File: config.mk
export PLATFORM = sky130hd
export DESIGN_NAME = ei_chip_spreader
export DESIGN_NICKNAME = d
export VERILOG_FILES = /design/src/rtl/ei_pkg.sv /design/src/rtl/ei_sync_fifo.sv /design/src/rtl/ei_chip_spreader.sv
export SDC_FILE = /design/constraint.sdc
export NUM_CORES = 1
export LEC_CHECK = 0
export BUFFER_PORTS_ARGS = -buffer_cell sky130_fd_sc_hd__buf_2
export CELL_PAD_IN_SITES_DETAIL_PLACEMENT = 1
export CELL_PAD_IN_SITES_GLOBAL_PLACEMENT = 1
export CORE_UTILIZATION = 44
export DETAILED_ROUTE_END_ITERATION = 6
export PLACE_DENSITY = 0.75
export SYNTH_ARGS = -nofsm -noshare
export SYNTH_HDL_FRONTEND = slang
export SYNTH_HIERARCHICAL = 1
export SYNTH_SLANG_ARGS = --single-unit
File: constraint.sdc
create_clock -name inClock -period 3.1 [get_ports inClock]
set_input_delay 0.465 -clock inClock [delete_from_list [all_inputs] [get_ports inClock]]
set_output_delay 0.465 -clock inClock [all_outputs]
set_load 0.02 [all_outputs]
File: src/rtl/ei_pkg.sv
// Shared definitions for the 802.15.4 chip spreader:
// PN chip table, FSM state type and sequence length.
package ei_pkg;

    localparam int CHIP_LEN = 32;
    localparam int NUM_SYM  = 16;
    localparam int PRE_W    = 8;
    localparam int K_W      = 5;

    typedef enum logic [1:0] {
        ST_IDLE,
        ST_LOAD,
        ST_SPREAD
    } ei_state_t;

    // Bit 31 holds c[0]; chips are sent MSB first.
    localparam logic [CHIP_LEN-1:0] CHIP_TBL [NUM_SYM] = '{
        32'hD9C3522E,
        32'hED9C3522,
        32'h2ED9C352,
        32'h22ED9C35,
        32'h522ED9C3,
        32'h3522ED9C,
        32'hC3522ED9,
        32'h9C3522ED,
        32'h8C96077B,
        32'hB8C96077,
        32'h7B8C9607,
        32'h77B8C960,
        32'h077B8C96,
        32'h6077B8C9,
        32'h96077B8C,
        32'hC96077B8
    };

    function automatic logic [CHIP_LEN-1:0] chip_seq(
        input logic [3:0] sym
    );
        return CHIP_TBL[sym];
    endfunction

endpackage

File: src/rtl/ei_sync_fifo.sv
// Symbol FIFO between the CPU write port and the spreader FSM.
// Occupancy is tracked with one extra bit so full and empty never alias.
module ei_sync_fifo #(
    parameter int DATA_WIDTH = 4,
    parameter int ADDR_WIDTH = 2
) (
    input  logic                  clk,
    input  logic                  rst,
    input  logic                  write,
    input  logic [DATA_WIDTH-1:0] din,
    input  logic                  pop,
    output logic [DATA_WIDTH-1:0] data,
    output logic                  full,
    output logic                  empty,
    output logic [ADDR_WIDTH:0]   count
);

    localparam int DEPTH = 1 << ADDR_WIDTH;

    logic [DATA_WIDTH-1:0] mem [DEPTH];
    logic [ADDR_WIDTH-1:0] wptr;
    logic [ADDR_WIDTH-1:0] rptr;
    logic [ADDR_WIDTH:0]   cnt;
    logic                  do_pop;
    logic                  accept;

    assign full   = (cnt == (ADDR_WIDTH+1)'(DEPTH));
    assign empty  = (cnt == '0);
    assign count  = cnt;
    assign data   = mem[rptr];
    assign do_pop = pop && !empty;
    // A full FIFO still takes a write when a slot frees up this clock.
    assign accept = write && (!full || do_pop);

    always_ff @(posedge clk or posedge rst) begin
        if (rst) begin
            wptr <= '0;
            rptr <= '0;
            cnt  <= '0;
        end else begin
            if (accept) begin
                wptr <= wptr + 1'b1;
            end
            if (do_pop) begin
                rptr <= rptr + 1'b1;
            end
            case ({accept, do_pop})
                2'b10:   cnt <= cnt + 1'b1;
                2'b01:   cnt <= cnt - 1'b1;
                default: cnt <= cnt;
            endcase
        end
    end

    always_ff @(posedge clk) begin
        if (accept) begin
            mem[wptr] <= din;
        end
    end

endmodule

File: src/rtl/ei_chip_spreader.sv
// O-QPSK chip spreader: FIFO'd 4-bit symbols to 32-chip PN I/Q streams.
// Define EI_STATUS_EN to add overflow/level status ports.
module ei_chip_spreader
    import ei_pkg::*;
#(
    parameter int DATA_WIDTH = 4,
    parameter int ADDR_WIDTH = 2,
    parameter int CHIP_DIV   = 4
) (
    input  logic                  inClock,
    input  logic                  inReset,
    input  logic                  inWriteEnable,
    input  logic [DATA_WIDTH-1:0] inCPUdata,
    output logic                  o_chipI,
    output logic                  o_chipQ,
    output logic                  o_chipStrobe,
    output logic                  o_busy,
    output logic                  o_full,
    output logic                  o_empty
`ifdef EI_STATUS_EN
    ,
    input  logic                  inErrClear,
    output logic                  o_overflow,
    output logic [ADDR_WIDTH:0]   o_level
`endif
);

    if (DATA_WIDTH != 4) begin : g_dw_chk
        $error("ei_chip_spreader: DATA_WIDTH must be 4");
    end
    if (ADDR_WIDTH < 1 || ADDR_WIDTH > 6) begin : g_aw_chk
        $error("ei_chip_spreader: ADDR_WIDTH must be 1..6");
    end
    if (CHIP_DIV < 1 || CHIP_DIV > 255) begin : g_div_chk
        $error("ei_chip_spreader: CHIP_DIV must be 1..255");
    end

    ei_state_t             state;
    ei_state_t             state_n;
    logic [DATA_WIDTH-1:0] fifo_data;
    logic [ADDR_WIDTH:0]   count;
    logic                  has_data;
    logic                  pop;
    logic                  load;
    logic                  adv;
    logic                  stop;
    logic                  last_tick;
    logic                  last_chip;
    logic [CHIP_LEN-1:0]   seq;
    logic [CHIP_LEN-1:0]   nseq;
    logic [K_W-1:0]        k;
    logic [PRE_W-1:0]      pres;

    ei_sync_fifo #(
        .DATA_WIDTH(DATA_WIDTH),
        .ADDR_WIDTH(ADDR_WIDTH)
    ) u_fifo (
        .clk  (inClock),
        .rst  (inReset),
        .write(inWriteEnable),
        .din  (inCPUdata),
        .pop  (pop),
        .data (fifo_data),
        .full (o_full),
        .empty(o_empty),
        .count(count)
    );

    assign has_data  = (count != '0);
    assign last_tick = (pres == PRE_W'(CHIP_DIV - 1));
    assign last_chip = (k == K_W'(CHIP_LEN - 1));
    assign nseq      = chip_seq(fifo_data[3:0]);
    assign o_busy    = (state != ST_IDLE);

    always_ff @(posedge inClock or posedge inReset) begin
        if (inReset) begin
            state <= ST_IDLE;
        end else begin
            state <= state_n;
        end
    end

    always_comb begin
        state_n = state;
        pop     = 1'b0;
        load    = 1'b0;
        adv     = 1'b0;
        stop    = 1'b0;
        unique case (state)
            ST_IDLE: begin
                if (has_data) begin
                    state_n = ST_LOAD;
                end
            end
            ST_LOAD: begin
                pop     = 1'b1;
                load    = 1'b1;
                state_n = ST_SPREAD;
            end
            ST_SPREAD: begin
                if (last_tick) begin
                    if (!last_chip) begin
                        adv = 1'b1;
                    end else if (has_data) begin
                        // Chain straight into the next symbol.
                        pop  = 1'b1;
                        load = 1'b1;
                    end else begin
                        stop    = 1'b1;
                        state_n = ST_IDLE;
                    end
                end
            end
            default: state_n = ST_IDLE;
        endcase
    end

    // seq is pre-shifted so seq[31] is always the next chip to send.
    always_ff @(posedge inClock or posedge inReset) begin
        if (inReset) begin
            seq          <= '0;
            k            <= '0;
            pres         <= '0;
            o_chipI      <= 1'b0;
            o_chipQ      <= 1'b0;
            o_chipStrobe <= 1'b0;
        end else begin
            unique case (1'b1)
                load: begin
                    seq          <= nseq << 1;
                    o_chipI      <= nseq[CHIP_LEN-1];
                    o_chipStrobe <= 1'b1;
                    k            <= '0;
                    pres         <= '0;
                end
                adv: begin
                    if (k[0]) begin
                        o_chipI <= seq[CHIP_LEN-1];
                    end else begin
                        o_chipQ <= seq[CHIP_LEN-1];
                    end
                    seq          <= seq << 1;
                    o_chipStrobe <= 1'b1;
                    k            <= k + 1'b1;
                    pres         <= '0;
                end
                stop: begin
                    o_chipI      <= 1'b0;
                    o_chipQ      <= 1'b0;
                    o_chipStrobe <= 1'b0;
                    k            <= '0;
                    pres         <= '0;
                end
                default: begin
                    o_chipStrobe <= 1'b0;
                    if (state == ST_SPREAD) begin
                        pres <= pres + 1'b1;
                    end
                end
            endcase
        end
    end

`ifdef EI_STATUS_EN
    logic dropped;

    assign dropped = inWriteEnable && o_full && !pop;
    assign o_level = count;

    always_ff @(posedge inClock or posedge inReset) begin
        if (inReset) begin
            o_overflow <= 1'b0;
        end else if (dropped) begin
            o_overflow <= 1'b1;
        end else if (inErrClear) begin
            o_overflow <= 1'b0;
        end
    end
`endif

endmodule

# Yosys cells after proc, flatten, opt, wreduce, memory -nomap -nowiden
# Memories as Yosys holds them, arrays and structs flattened.
# Cells that the tools add are included.
[totals] reg_bits=57 ram_bits=16 mem_bits_ro=512 output_inout_bits=6 memories=2
[memory_table] memory="(name not given)" depth=16 word_bits=32 rd=1 rd_clocked_by_memory_dff=0 write_ports=0 line_no="ei_pkg.sv:39" rtl="return CHIP_TBL[sym];"
[memory_table] memory="u_fifo.mem" depth=4 word_bits=4 rd=1 rd_clocked_by_memory_dff=0 write_ports=1 line_no="ei_sync_fifo.sv:20" rtl="logic [DATA_WIDTH-1:0] mem [DEPTH];"
[op_classes] addsub=6 magnitude_cmp=1 eq_ne=13 muxes=30 bitwise_logic=1 reduce_logical=21
[op_table] op="2-to-1 mux 32 bit" count=2
[op_table] op="case mux 32 bit (2 select lines)" count=1
[op_table] op="2-to-1 mux 8 bit" count=2
[op_table] op="2-to-1 mux 1 bit" count=15
[op_table] op="nonzero test 2 bit" count=6
[op_table] op="inequality test 2 bit, second input constant" count=5
[op_table] op="case mux 5 bit (2 select lines)" count=1
[op_table] op="adder 8 x 1 -> 8 bit, second input constant" count=1
[op_table] op="equality test 8 x 2 -> 1 bit, second input constant" count=1
[op_table] op="2-to-1 mux 2 bit" count=4
[op_table] op="case mux 2 bit (3 select lines)" count=1
[op_table] op="case mux 3 bit (2 select lines)" count=1
[op_table] op="nonzero test 3 bit" count=2
[op_table] op="adder 5 x 1 -> 5 bit, second input constant" count=1
[op_table] op="equality test 5 bit, second input constant" count=1
[op_table] op=">= comparator 5 bit, second input constant" count=1
[op_table] op="NOT 4 -> 5 bit" count=1
[op_table] op="adder 2 x 1 -> 2 bit, second input constant" count=2
[op_table] op="equality test 2 x 1 -> 1 bit, second input constant" count=2
[op_table] op="equality test 2 bit, second input constant" count=2
[op_table] op="case mux 1 bit (2 select lines)" count=2
[op_table] op="AND reduction 2 bit" count=2
[op_table] op="AND reduction 4 bit" count=1
[op_table] op="OR reduction 2 bit" count=2
[op_table] op="other kinds (11)" count=13

# Depth between registers and ports, before layout
# Gate-level depths: netlist (run 1).
[logic_depth] ltp_word=10 ltp_mapped=14 mapped_depth_nobuf=12

# Modules after synthesis
# The synthesis (run 1) kept the hierarchy.
[by_module_without_submodules] mod="ei_chip_spreader" instances=1 cells_each=352 area_each_um2=3034.2 seq_area_each_um2=1226.2
[by_module_without_submodules] mod="ei_sync_fifo" instances=1 cells_each=75 area_each_um2=1098.6 seq_area_each_um2=655.6

# Worst setup path before layout (run 1)
# Ideal clock, no wire load.
[synth_timing] path_type="flip-flop to flip-flop" start="register state[0]" end="register u_fifo.cnt[2], in the netlist u_fifo/count[2]" arrival_time_ps=2886 path_slack_ps=82 stages_incl_launch_ff=15 path_buffers=3 period_less_slack_ps=3018 path_cell_list="dfrtp_1 > inv_1 > ha_1 > clkbuf_1 > nand4bb_1 > o31a_4 > inv_6 > buf_6 > buf_6 > nand2b_1 > or2_2 > fa_1 > nand2b_1 > o221ai_1 > nand3_1"
[synth_between] elab_chain_len=7
[synth_lines] element="start: declaration" line_no="ei_chip_spreader.sv:38" rtl="ei_state_t state;"
[synth_lines] element="start signal: assignment" line_no="ei_chip_spreader.sv:79" rtl="state <= state_n;"
[synth_lines] element="equality test 2 bit / equality test 2 x 1 -> 1 bit (equally long branches)"
[synth_lines] element="case mux 1 bit (2 select lines) (*)"
[synth_lines] element="named net load" line_no="ei_chip_spreader.sv:44" rtl="logic load;"
[synth_lines] element="logical AND 1 bit (*)" line_no="ei_sync_fifo.sv:31" rtl="assign do_pop = pop && !empty;"
[synth_lines] element="logical OR 1 bit" line_no="ei_sync_fifo.sv:33" rtl="assign accept = write && (!full || do_pop);"
[synth_lines] element="logical AND 1 bit" line_no="ei_sync_fifo.sv:33"
[synth_lines] element="equality test 2 x 1 -> 1 bit / equality test 2 bit (equally long branches)" line_no="ei_sync_fifo.sv:47" rtl="case ({accept, do_pop})"
[synth_lines] element="case mux 3 bit (2 select lines) / nonzero test 2 bit (equally long branches)"
[synth_lines] element="end signal: assignment" line_no="ei_sync_fifo.sv:48" rtl="2'b10: cnt <= cnt + 1'b1;"
[synth_lines] element="end signal: assignment" line_no="ei_sync_fifo.sv:49" rtl="2'b01: cnt <= cnt - 1'b1;"
[synth_lines] element="end signal: assignment" line_no="ei_sync_fifo.sv:50" rtl="default: cnt <= cnt;"
[synth_lines] element="end: declaration" line_no="ei_sync_fifo.sv:23" rtl="logic [ADDR_WIDTH:0] cnt;"
# The timed path passes the listed nets; every way through them passes the cells marked *.
# A chain may end at the register's enable or synchronous reset.

# Worst setup path in the final report (run 1)
[layout_timing] start="register pres[5]" end="register u_fifo.cnt[1], in the netlist u_fifo/count[1]"
[layout_between] elab_chain_len=8
[layout_lines] element="start: declaration" line_no="ei_chip_spreader.sv:52" rtl="logic [PRE_W-1:0] pres;"
[layout_lines] element="start signal: assignment" line_no="ei_chip_spreader.sv:157" rtl="pres <= pres + 1'b1;"
[layout_lines] element="equality test 8 x 2 -> 1 bit (*)" line_no="ei_chip_spreader.sv:70" rtl="assign last_tick = (pres == PRE_W'(CHIP_DIV - 1));"
[layout_lines] element="2-to-1 mux 1 bit (*)" line_no="ei_chip_spreader.sv:101" rtl="if (last_tick) begin"
[layout_lines] element="case mux 1 bit (2 select lines) (*)" line_no="ei_chip_spreader.sv:89" rtl="unique case (state)"
[layout_lines] element="logical AND 1 bit (*)" line_no="ei_sync_fifo.sv:31"
[layout_lines] element="logical OR 1 bit" line_no="ei_sync_fifo.sv:33"
[layout_lines] element="logical AND 1 bit" line_no="ei_sync_fifo.sv:33"
[layout_lines] element="equality test 2 x 1 -> 1 bit / equality test 2 bit (equally long branches)" line_no="ei_sync_fifo.sv:47"
[layout_lines] element="case mux 3 bit (2 select lines) / nonzero test 2 bit (equally long branches)"
# Every way passes the cells marked *; elsewhere a longest branch is shown, timed or not.

==> results of run 1 <==
==> worst max-delay path by stage <==
stage | from | endpoint | cells after the start
floorplan | state[0] | u_fifo/count[2] | 14
global placement | pres[5] | u_fifo/count[2] | 9
detailed placement | pres[5] | u_fifo/count[1] | 9
CTS | pres[5] | u_fifo/count[1] | 9
global route | pres[5] | u_fifo/count[1] | 9
finish | pres[5] | u_fifo/count[1] | 9
==> metrics by stage <==
| step | utilization [%] | instances | total power [uW] | worst slack [ps] |
|---|---|---|---|---|
| after floorplan | - | 427 | 3560 | 82.4 |
| after global placement | 47.8 | 529 | 4000 | 288 |
| after detailed placement | 47.8 | 529 | 4100 | 217 |
| after CTS | 49.7 | 545 | 4790 | 188 |
| after global routing | 49.7 | 545 | 5150 | 26.7 |
| final | 49.7 | 545 | 4740 | 157 |
==> logic make-up (layout without fill, tap and decap cells) <==
family	after synthesis	count (layout)	share of synthesized area [%]
DFF	72	72	45.5
AOI/OAI and AO/OA	99	99	15.8
adders and majority gates	19	19	5.93
muxes	15	15	5.03
buffers and inverters	47	57	5.69
xor gates and xnor gates	21	21	4.45
and+or+nand+nor	154	154	17.5
==> worst max-delay path: cells and delay by family, from the launching register on <==
kind | cells | cell delay (ps)
fa+ha+maj | 1 | 500
compound gates | 3 | 730
buf+inv | 2 | 110
simple gates | 3 | 1040
flops | 1 | 430
==> cells in the mapped netlist, types with 2 or more instances <==
master,number,share of area (%)
sky130_fd_sc_hd__a211o_1,3,0.64
sky130_fd_sc_hd__a21boi_0,2,0.36
sky130_fd_sc_hd__a21oi_1,27,3.3
sky130_fd_sc_hd__a31o_2,2,0.42
sky130_fd_sc_hd__a31oi_1,6,0.91
sky130_fd_sc_hd__and2_1,5,0.76
sky130_fd_sc_hd__and2_2,4,0.73
sky130_fd_sc_hd__and3_1,5,0.76
sky130_fd_sc_hd__buf_2,7,0.85
sky130_fd_sc_hd__buf_4,2,0.36
sky130_fd_sc_hd__buf_6,5,1.4
sky130_fd_sc_hd__clkbuf_1,14,1.3
sky130_fd_sc_hd__dfrtp_1,56,34
sky130_fd_sc_hd__edfxtp_1,16,12
sky130_fd_sc_hd__ha_1,18,5.4
sky130_fd_sc_hd__inv_1,18,1.6
sky130_fd_sc_hd__mux2_2,2,0.54
sky130_fd_sc_hd__mux2i_1,8,1.9
sky130_fd_sc_hd__mux4_2,4,2.2
sky130_fd_sc_hd__nand2_1,45,4.1
sky130_fd_sc_hd__nand2b_1,6,0.91
sky130_fd_sc_hd__nand3_1,3,0.36
sky130_fd_sc_hd__nand4_1,3,0.45
sky130_fd_sc_hd__nor2_1,55,5.0
sky130_fd_sc_hd__nor2b_1,4,0.61
sky130_fd_sc_hd__nor3_1,7,0.85
sky130_fd_sc_hd__nor4_1,2,0.30
sky130_fd_sc_hd__o21a_1,3,0.54
sky130_fd_sc_hd__o21ai_0,15,1.8
sky130_fd_sc_hd__o21ai_1,12,1.5
sky130_fd_sc_hd__o22a_1,2,0.42
sky130_fd_sc_hd__o31ai_1,10,1.8
sky130_fd_sc_hd__o31ai_2,2,0.61
sky130_fd_sc_hd__or2_2,2,0.30
sky130_fd_sc_hd__or3_1,4,0.61
sky130_fd_sc_hd__xnor2_1,12,2.5
sky130_fd_sc_hd__xor2_1,9,1.9
==> power breakdown <==
group          leakage [uW]  total, uW  switching (uW)  internal, uW
Combinational      0.000999       2510            1470          1040
Clock             0.0000861        657             348           309
Sequential         0.000831       1580             248          1330
Total               0.00192       4740            2060          2680
==> metal layers <==
layer / part of all wire (%) / vias up / wire, microns
li1: - / 1492 / -
met1: 49 / 1562 / 4410
met2: 48 / 20 / 4380
met3: 1.7 / 10 / 152
met4: 1.1 / 0 / 99
met5: 0 / - / 0
==> cell type report <==
cell class                      instances  area [sq um]  area share, %
Inverter                               19          76.3           1.73
Timing Repair Buffer                   22           135           3.06
Clock inverter                          4          22.5          0.510
Tap cell                              108           135           3.06
Clock buffer                           12           145           3.28
Multi-Input combinational cell        308          2020           45.8
Sequential cell                        72          1880           42.6
==> state kept, by name, indices dropped and copies added (netlist names) <==
| name | flops |
|---|---|
| k | 5 |
| o_chipI | 1 |
| o_chipQ | 1 |
| o_chipStrobe | 1 |
| pres | 8 |
| seq | 31 |
| state | 2 |
| u_fifo/count | 3 |
| u_fifo/mem | 16 |
| u_fifo/rptr | 2 |
| u_fifo/wptr | 2 |
==> results.cfg, run 1 <==
[outcome]
status = finished, final reports clean

[timing]
unrepaired_setup_endpoints_after_global_routing = false
setup-violations-final = 0
worst-slew-pin-transition_ps = 1100
achievable-frequency_ghz = 0.340
setup-tns-final_ps = 0
finalClockSkew_ps = 14.4
finalCritPeriodShare_pct = 94.9
worst_slew_margin_rel_pct = 26.3
finalHoldWorstSlack_ps = 64.1
drv_slew = 0
hold_violations = 0
fin_crit_ps = 2940

[global_routing]
antenna_found_initial = 0
gr-usage-all-layers_pct = 20.5
groute.layer.met1.usage_pct = 26.7
first_global_vias = 3344
grt_max_degree = 50
grt.busiest_layer = met2
grt-ovfl-total = 0
grt_use_met3_pct = 3.62
global_route.usage.met2_pct = 35.2
grt_first_pass_wirelength_mm = 15.9

[cells_and_area]
fillers = 1002
drive_above_1_share_pct = 14.2
layout.nets = 458
finish.instance_area_sq_mm = 0.00442
antenna_cells_inserted = 0
syn_to_final_growth_pct = 6.93
most_common_library_cell_in_the_layout_ignoring_fill_and_taps = sky130_fd_sc_hd__dfrtp_1
layout_common_cells = 56 x sky130_fd_sc_hd__dfrtp_1, 55 x sky130_fd_sc_hd__nor2_1, 45 x sky130_fd_sc_hd__nand2_1

[clock_tree]
number_of_levels_in_the_clock_h_tree = 3
cts_resized = 0
clock-root-buffer = sky130_fd_sc_hd__clkbuf_8
tritoncts_clock_tree = done
number_of_clock_buffers_inserted_by_tritoncts = 9
numClockSinks = 72
clk_path_buf_depth = 2
clk_latency_ps = 340
worst_setup_hold_path_clk_slew_ps = 80
post_cts.repair.setup_buffers = 0
cts_hold_buf = 0

[critical_path]
critical_path.slowest_cell = sky130_fd_sc_hd__or4_1
path_max_fanout = 6
worst-endpoint-required_ps = 3320
largest_stage_delay_worst_path_ps = 680
timing.critical_path.to_type = flip-flop
crit_arrival_ps = 3160
reg2reg_depth = 9
reg2reg_slack_ps = 160
crit-reg2reg-launch = pres[5]
timing.rr.end = u_fifo/count[1]
setup.worst_path.start_class = flip-flop
worstPathCellList = or4_1 -> o31a_4 -> inv_6 -> nand2b_1 -> or2_2 -> fa_1 -> inv_1 -> o21ai_0 -> o31ai_1
crit_type = reg2reg

[synth]
synth_enable_flop_cells = 16
synth_area_per_inst_sq_um = 9.68
syn-instance-count = 427
yosysSeqAreaShare_pct = 45.5
synth-main-ff-cell = sky130_fd_sc_hd__dfrtp_1
synth_cell_type_count = 64
postSynthNetCount = 453
fraction_of_registers_with_async_set_or_reset_after_synthesis_pct = 77.8
ys_ff_latch = 72
syn_std_cell_area_sq_mm = 0.00413
ys.warnings.count = 6

[placed_design]
placement.io_buffers = 12
weighted_congestion_reported_at_the_end_of_routability_driven_placement = 0.736
hpwl_mm = 6.01
placed_area_sq_mm = 0.00425

[floorplan]
core_sq_mm = 0.00889
rows = 34
start_util_pct = 46.5
io_pins = 13
floorplan.die.width_microns = 98.9
die_h_microns = 98.9
die_area_sq_mm = 0.00978

[routing]
detailedRoute.firstPassIterationCount = 4
routed_via_density = 5.66
route.detailed.drc = 0
dr_total_vias = 3084
drtIter0Drc = 135
totalWireLength_mm = 9.04
detail-route-antenna-nets = 0
detail_route.wl_per_cell_microns = 16.6

[power_and_ir_drop]
power.density_cell_area_mw_per_mm2 = 1070
max-vdd-ir-drop_mv = 0.431
leakage_power_summed_over_all_cells_uw = 0.00192

[worst_hold_path]
holdCritPathClass = in2async

[run]
max_cap_violations = 0
No activity file was read; power rests on OpenSTA's default activity.
==> run 2, diff against run 1 <==
--- a/config.mk
+++ b/config.mk
@@ -8,9 +8,11 @@
 export BUFFER_PORTS_ARGS = -buffer_cell sky130_fd_sc_hd__buf_2
 export CELL_PAD_IN_SITES_DETAIL_PLACEMENT = 1
 export CELL_PAD_IN_SITES_GLOBAL_PLACEMENT = 1
+export CORE_MARGIN = 1
 export CORE_UTILIZATION = 44
 export DETAILED_ROUTE_END_ITERATION = 6
 export PLACE_DENSITY = 0.75
+export RECOVER_POWER = 100
 export SYNTH_ARGS = -nofsm -noshare
 export SYNTH_HDL_FRONTEND = slang
 export SYNTH_HIERARCHICAL = 1
==> run 2 against run 1 <==
The run now ends with max-capacitance violations, max-slew violations left. First-iteration DRC count increased by 8.9%. Die area unchanged. Non-clock buffer count unchanged. Design area decreased by 1.2%. Sequential cell count unchanged. Critical path depth decreased by 3. Wire length about the same. Largest cell class unchanged. Highest routed layer unchanged.
==> results.cfg, run 2 (synthesized netlist as in run 1, its figures left out) <==
[placed_design]
hpwl_mm = 6.01
placement.io_buffers = 12
weighted_congestion_reported_at_the_end_of_routability_driven_placement = 0.736

[cells_and_area]
largest_register_ff_count = 31
syn_to_final_growth_pct = 5.69
fillers = 1009
ff_latch_area_sq_mm = 0.00188
antenna_cells_inserted = 0
max_flop_register = seq
final_core_utilization_pct = 49.1
most_common_library_cell_in_the_layout_ignoring_fill_and_taps = sky130_fd_sc_hd__dfrtp_1
layout_common_cells = 56 x sky130_fd_sc_hd__dfrtp_1, 55 x sky130_fd_sc_hd__nor2_1, 45 x sky130_fd_sc_hd__nand2_1
layout.nets = 458
drive_above_1_share_pct = 9.61
largestRegisters = seq (31), u_fifo/mem (16), pres (8)
multi_input_comb_area_sq_mm = 0.00199

[critical_path]
setup.worst_path.start_class = flip-flop
path_max_fanout = 42
crit_type = reg2reg
worst-endpoint-required_ps = 3120
timing.critical_path.to_type = flip-flop
crit_arrival_ps = 2950

[routing]
routed_via_density = 5.69
route.detailed.drc = 0
dr_total_vias = 3102
totalWireLength_mm = 9.05
detail_route.wl_per_cell_microns = 16.6
detail-route-antenna-nets = 0
detailedRoute.firstPassIterationCount = 6
drtIter0Drc = 147

[clock_tree]
tritoncts_clock_tree = done
worst_setup_hold_path_clk_slew_ps = 80
clock-root-buffer = sky130_fd_sc_hd__clkbuf_8
clk_path_buf_depth = 2
post_cts.repair.setup_buffers = 0
number_of_clock_buffers_inserted_by_tritoncts = 9
numClockSinks = 72
number_of_levels_in_the_clock_h_tree = 3
cts_resized = 0
clk_latency_ps = 340
cts_hold_buf = 0

[floorplan]
die_area_sq_mm = 0.00978
core_sq_mm = 0.00889
floorplan.die.width_microns = 98.9
io_pins = 13
die_h_microns = 98.9
rows = 34
start_util_pct = 46.5

[global_routing]
grt_max_degree = 50
antenna_found_initial = 0
grt_first_pass_wirelength_mm = 15.9
first_global_vias = 3344
gr-usage-all-layers_pct = 20.5
grt-ovfl-total = 0

[worst_hold_path]
holdCritPathClass = in2async

[timing]
unrepaired_setup_endpoints_after_global_routing = false
drv_slew = 50
finalClockSkew_ps = 14.3
worst_slew_margin_rel_pct = -33.1
fin_crit_ps = 2930
worst-slew-pin-transition_ps = 1990
hold_violations = 0
setup-violations-final = 0
finalCritPeriodShare_pct = 94.5
setup-tns-final_ps = 0
achievable-frequency_ghz = 0.341

[power_and_ir_drop]
leakage_power_summed_over_all_cells_uw = 0.00186
max-vdd-ir-drop_mv = 0.416
power.density_cell_area_mw_per_mm2 = 1070

[run]
max_cap_violations = 1

[outcome]
status = complete, but fails checks
failed_checks = max-capacitance violations, max-slew violations
-- run 2: cell types whose count changed in the layout (fill, tap and decap cells not counted), sizes merged --
cell and delta:
buf -14, clkbuf +14
-- run 2: path summary, 6_finish.rpt --
check                      depth (start not counted)    startpoint               end  slack [ps]
hold / removal                                     2       inReset    u_fifo/rptr[1]          40
max in group asynchronous                          2       inReset           seq[17]        1170
min in group inClock                               1  inCPUdata[0]  u_fifo/mem[3][0]         390
setup / recovery                                   6       pres[5]  u_fifo/mem[0][3]         170
hold reg to reg                                    2       seq[12]           seq[13]         480
setup reg to reg                                   6       pres[5]  u_fifo/mem[0][3]         170
-- run 2: worst max-delay path, stage by stage (launching register included) --
cell and delay (ps):
sky130_fd_sc_hd__dfrtp_1 430, sky130_fd_sc_hd__or4_1 680, sky130_fd_sc_hd__o31a_4 430, sky130_fd_sc_hd__inv_6 50
sky130_fd_sc_hd__buf_4 390, sky130_fd_sc_hd__o21a_1 310, sky130_fd_sc_hd__and2_0 310
-- run 2: layout make-up --
cell class              instances  area share (%)
multi-input cells             308            45.6
flip-flops and latches         72            43.1
clock buffers                  12            3.32
well taps                     108            3.09
repair buffers                 22            2.61
inverters                      19            1.75
clock inverters                 4           0.516
-- run 2: routing by layer --
layer	share of wire [%]	global-route usage [%]
met1	49	26.7
met5	0	0
met4	0.88	5.74
met3	1.9	3.62
met2	48	35.2
-- run 2: power breakdown --
| part | leakage (uW) | switching (uW) | total (uW) | internal (uW) |
|---|---|---|---|---|
| logic | 0.000945 | 1450 | 2440 | 991 |
| registers | 0.000831 | 249 | 1580 | 1330 |
| clock network | 0.0000861 | 349 | 658 | 309 |
-- run 2: through the flow --
step                power (uW)  area (sq um)  setup slack, ps  instances  hold WS (ps)
floorplan                 3560          4130             82.4        427           268
global placement          4000          4250              288        529           431
detailed placement        4100          4250              217        529           441
CTS                       4790          4420              188        545          59.6
global route              5080          4370             21.0        545          62.6
finish                    4680          4370              172        545          43.7
==> run 3, diff against run 2 <==
--- a/config.mk
+++ b/config.mk
@@ -13,6 +13,7 @@
 export DETAILED_ROUTE_END_ITERATION = 6
 export PLACE_DENSITY = 0.75
 export RECOVER_POWER = 100
+export REMOVE_ABC_BUFFERS = 1
 export SYNTH_ARGS = -nofsm -noshare
 export SYNTH_HDL_FRONTEND = slang
 export SYNTH_HIERARCHICAL = 1
==> run 3 against run 2 <==
The run still ends with max-capacitance violations, max-slew violations left. Via count increased by 0.64%. Core utilization about the same. Clock skew shrank 3.5 ps. Largest cell class unchanged.
==> results.cfg, run 3 (synthesized netlist as in run 1, its figures left out) <==
[outcome]
status = complete, but fails checks
failed_checks = max-capacitance violations, max-slew violations

[clock_tree]
clk_latency_ps = 350
numClockSinks = 72
post_cts.repair.setup_buffers = 0
worst_setup_hold_path_clk_slew_ps = 80
tritoncts_clock_tree = done
number_of_levels_in_the_clock_h_tree = 3
number_of_clock_buffers_inserted_by_tritoncts = 9
clk_path_buf_depth = 2
clock-root-buffer = sky130_fd_sc_hd__clkbuf_8
cts_hold_buf = 0
cts_resized = 0

[global_routing]
groute.layer.met1.usage_pct = 29.7
grt_use_met3_pct = 4.33
gr-usage-all-layers_pct = 21.6
grt_first_pass_wirelength_mm = 16.6
grt_max_degree = 50
antenna_found_initial = 0
grt.busiest_layer = met2
global_route.usage.met2_pct = 34.3
first_global_vias = 3326
grt-ovfl-total = 0

[cells_and_area]
antenna_cells_inserted = 0
largestRegisters = seq (31), u_fifo/mem (16), pres (8)
largest_register_ff_count = 31
layout_common_cells = 56 x sky130_fd_sc_hd__dfrtp_1, 55 x sky130_fd_sc_hd__nor2_1, 45 x sky130_fd_sc_hd__nand2_1
fillers = 1012
multi_input_comb_area_sq_mm = 0.00199
max_flop_register = seq
most_common_library_cell_in_the_layout_ignoring_fill_and_taps = sky130_fd_sc_hd__dfrtp_1
finish.instance_area_sq_mm = 0.00437
ff_latch_area_sq_mm = 0.00188
drive_above_1_share_pct = 10.0
syn_to_final_growth_pct = 5.78
final_core_utilization_pct = 49.2
layout.nets = 459

[critical_path]
worst-endpoint-required_ps = 3130
crit_type = reg2reg
path_max_fanout = 42
crit_arrival_ps = 2930
timing.critical_path.to_type = flip-flop
reg2reg_slack_ps = 190
setup.worst_path.start_class = flip-flop

[routing]
detail-route-antenna-nets = 0
totalWireLength_mm = 9.42
detail_route.wl_per_cell_microns = 17.3
drtIter0Drc = 84
detailedRoute.firstPassIterationCount = 4
routed_via_density = 5.72
route.detailed.drc = 0
dr_total_vias = 3122

[power_and_ir_drop]
leakage_power_summed_over_all_cells_uw = 0.00187
max-vdd-ir-drop_mv = 0.555
power.density_cell_area_mw_per_mm2 = 1070

[floorplan]
die_area_sq_mm = 0.00978
rows = 34
io_pins = 13
floorplan.die.width_microns = 98.9
core_sq_mm = 0.00889
die_h_microns = 98.9
start_util_pct = 46.5

[timing]
worst-slew-pin-transition_ps = 2000
finalClockSkew_ps = 10.8
hold_violations = 0
achievable-frequency_ghz = 0.344
finalCritPeriodShare_pct = 93.8
setup-violations-final = 0
worst_slew_margin_rel_pct = -33.6
drv_slew = 50
unrepaired_setup_endpoints_after_global_routing = false
fin_crit_ps = 2910
final_critical_path_setup_slack_ps = 193

[placed_design]
placed_area_sq_mm = 0.00426
weighted_congestion_reported_at_the_end_of_routability_driven_placement = 0.777
placement.io_buffers = 12
hpwl_mm = 6.43
place_worst_setup_slack_ps = 177

[run]
max_cap_violations = 1

[worst_hold_path]
holdCritPathClass = in2async
## run 3: cell type report
cell class	instances	share of cell area (%)
clock inverters	6	0.830
clock buffers	10	2.92
flip-flops and latches	72	43.0
inverters	19	1.75
repair buffers	23	2.78
multi-input cells	308	45.6
well taps	108	3.09
## run 3: layer usage
metal / up-vias / routed length (microns)
met5: - / 0
met4: 0 / 181
met3: 13 / 192
met2: 25 / 4550
met1: 1595 / 4500
li1: 1489 / -
## run 3: report_power, final
group,total (uW),leakage [uW],switching [uW],internal [uW]
Clock,646,0.0000858,360,286
Combinational,2480,0.000951,1480,1000
Sequential,1560,0.000831,227,1330
## run 3: metrics by stage
step / power, uW / instances / hold WS [ps] / TNS [ps]
after floorplan: 3430 / 399 / 268 / -10790
after global placement: 4010 / 530 / 433 / 0
after detailed placement: 4140 / 530 / 447 / 0
after CTS: 4800 / 546 / 70.8 / 0
after global routing: 5130 / 546 / 65.4 / 0
final: 4680 / 546 / 41.4 / 0
## run 3: worst paths after layout
path                                         end    startpoint  cells after the start
worst max-delay path            u_fifo/mem[2][0]       pres[5]                      6
worst min-delay path              u_fifo/wptr[0]       inReset                      2
max in group asynchronous                seq[15]       inReset                      2
worst max register to register  u_fifo/mem[2][0]       pres[5]                      6
min in group inClock            u_fifo/mem[1][3]  inCPUdata[3]                      1
worst min register to register           seq[19]       seq[18]                      2
## run 3: worst max-delay path: stages, from the launching register on
cell and delay, ps:
sky130_fd_sc_hd__dfrtp_1 430, sky130_fd_sc_hd__or4_1 660, sky130_fd_sc_hd__o31a_4 430, sky130_fd_sc_hd__inv_6 50, sky130_fd_sc_hd__buf_4 390, sky130_fd_sc_hd__o21a_1 310
sky130_fd_sc_hd__and2_0 310
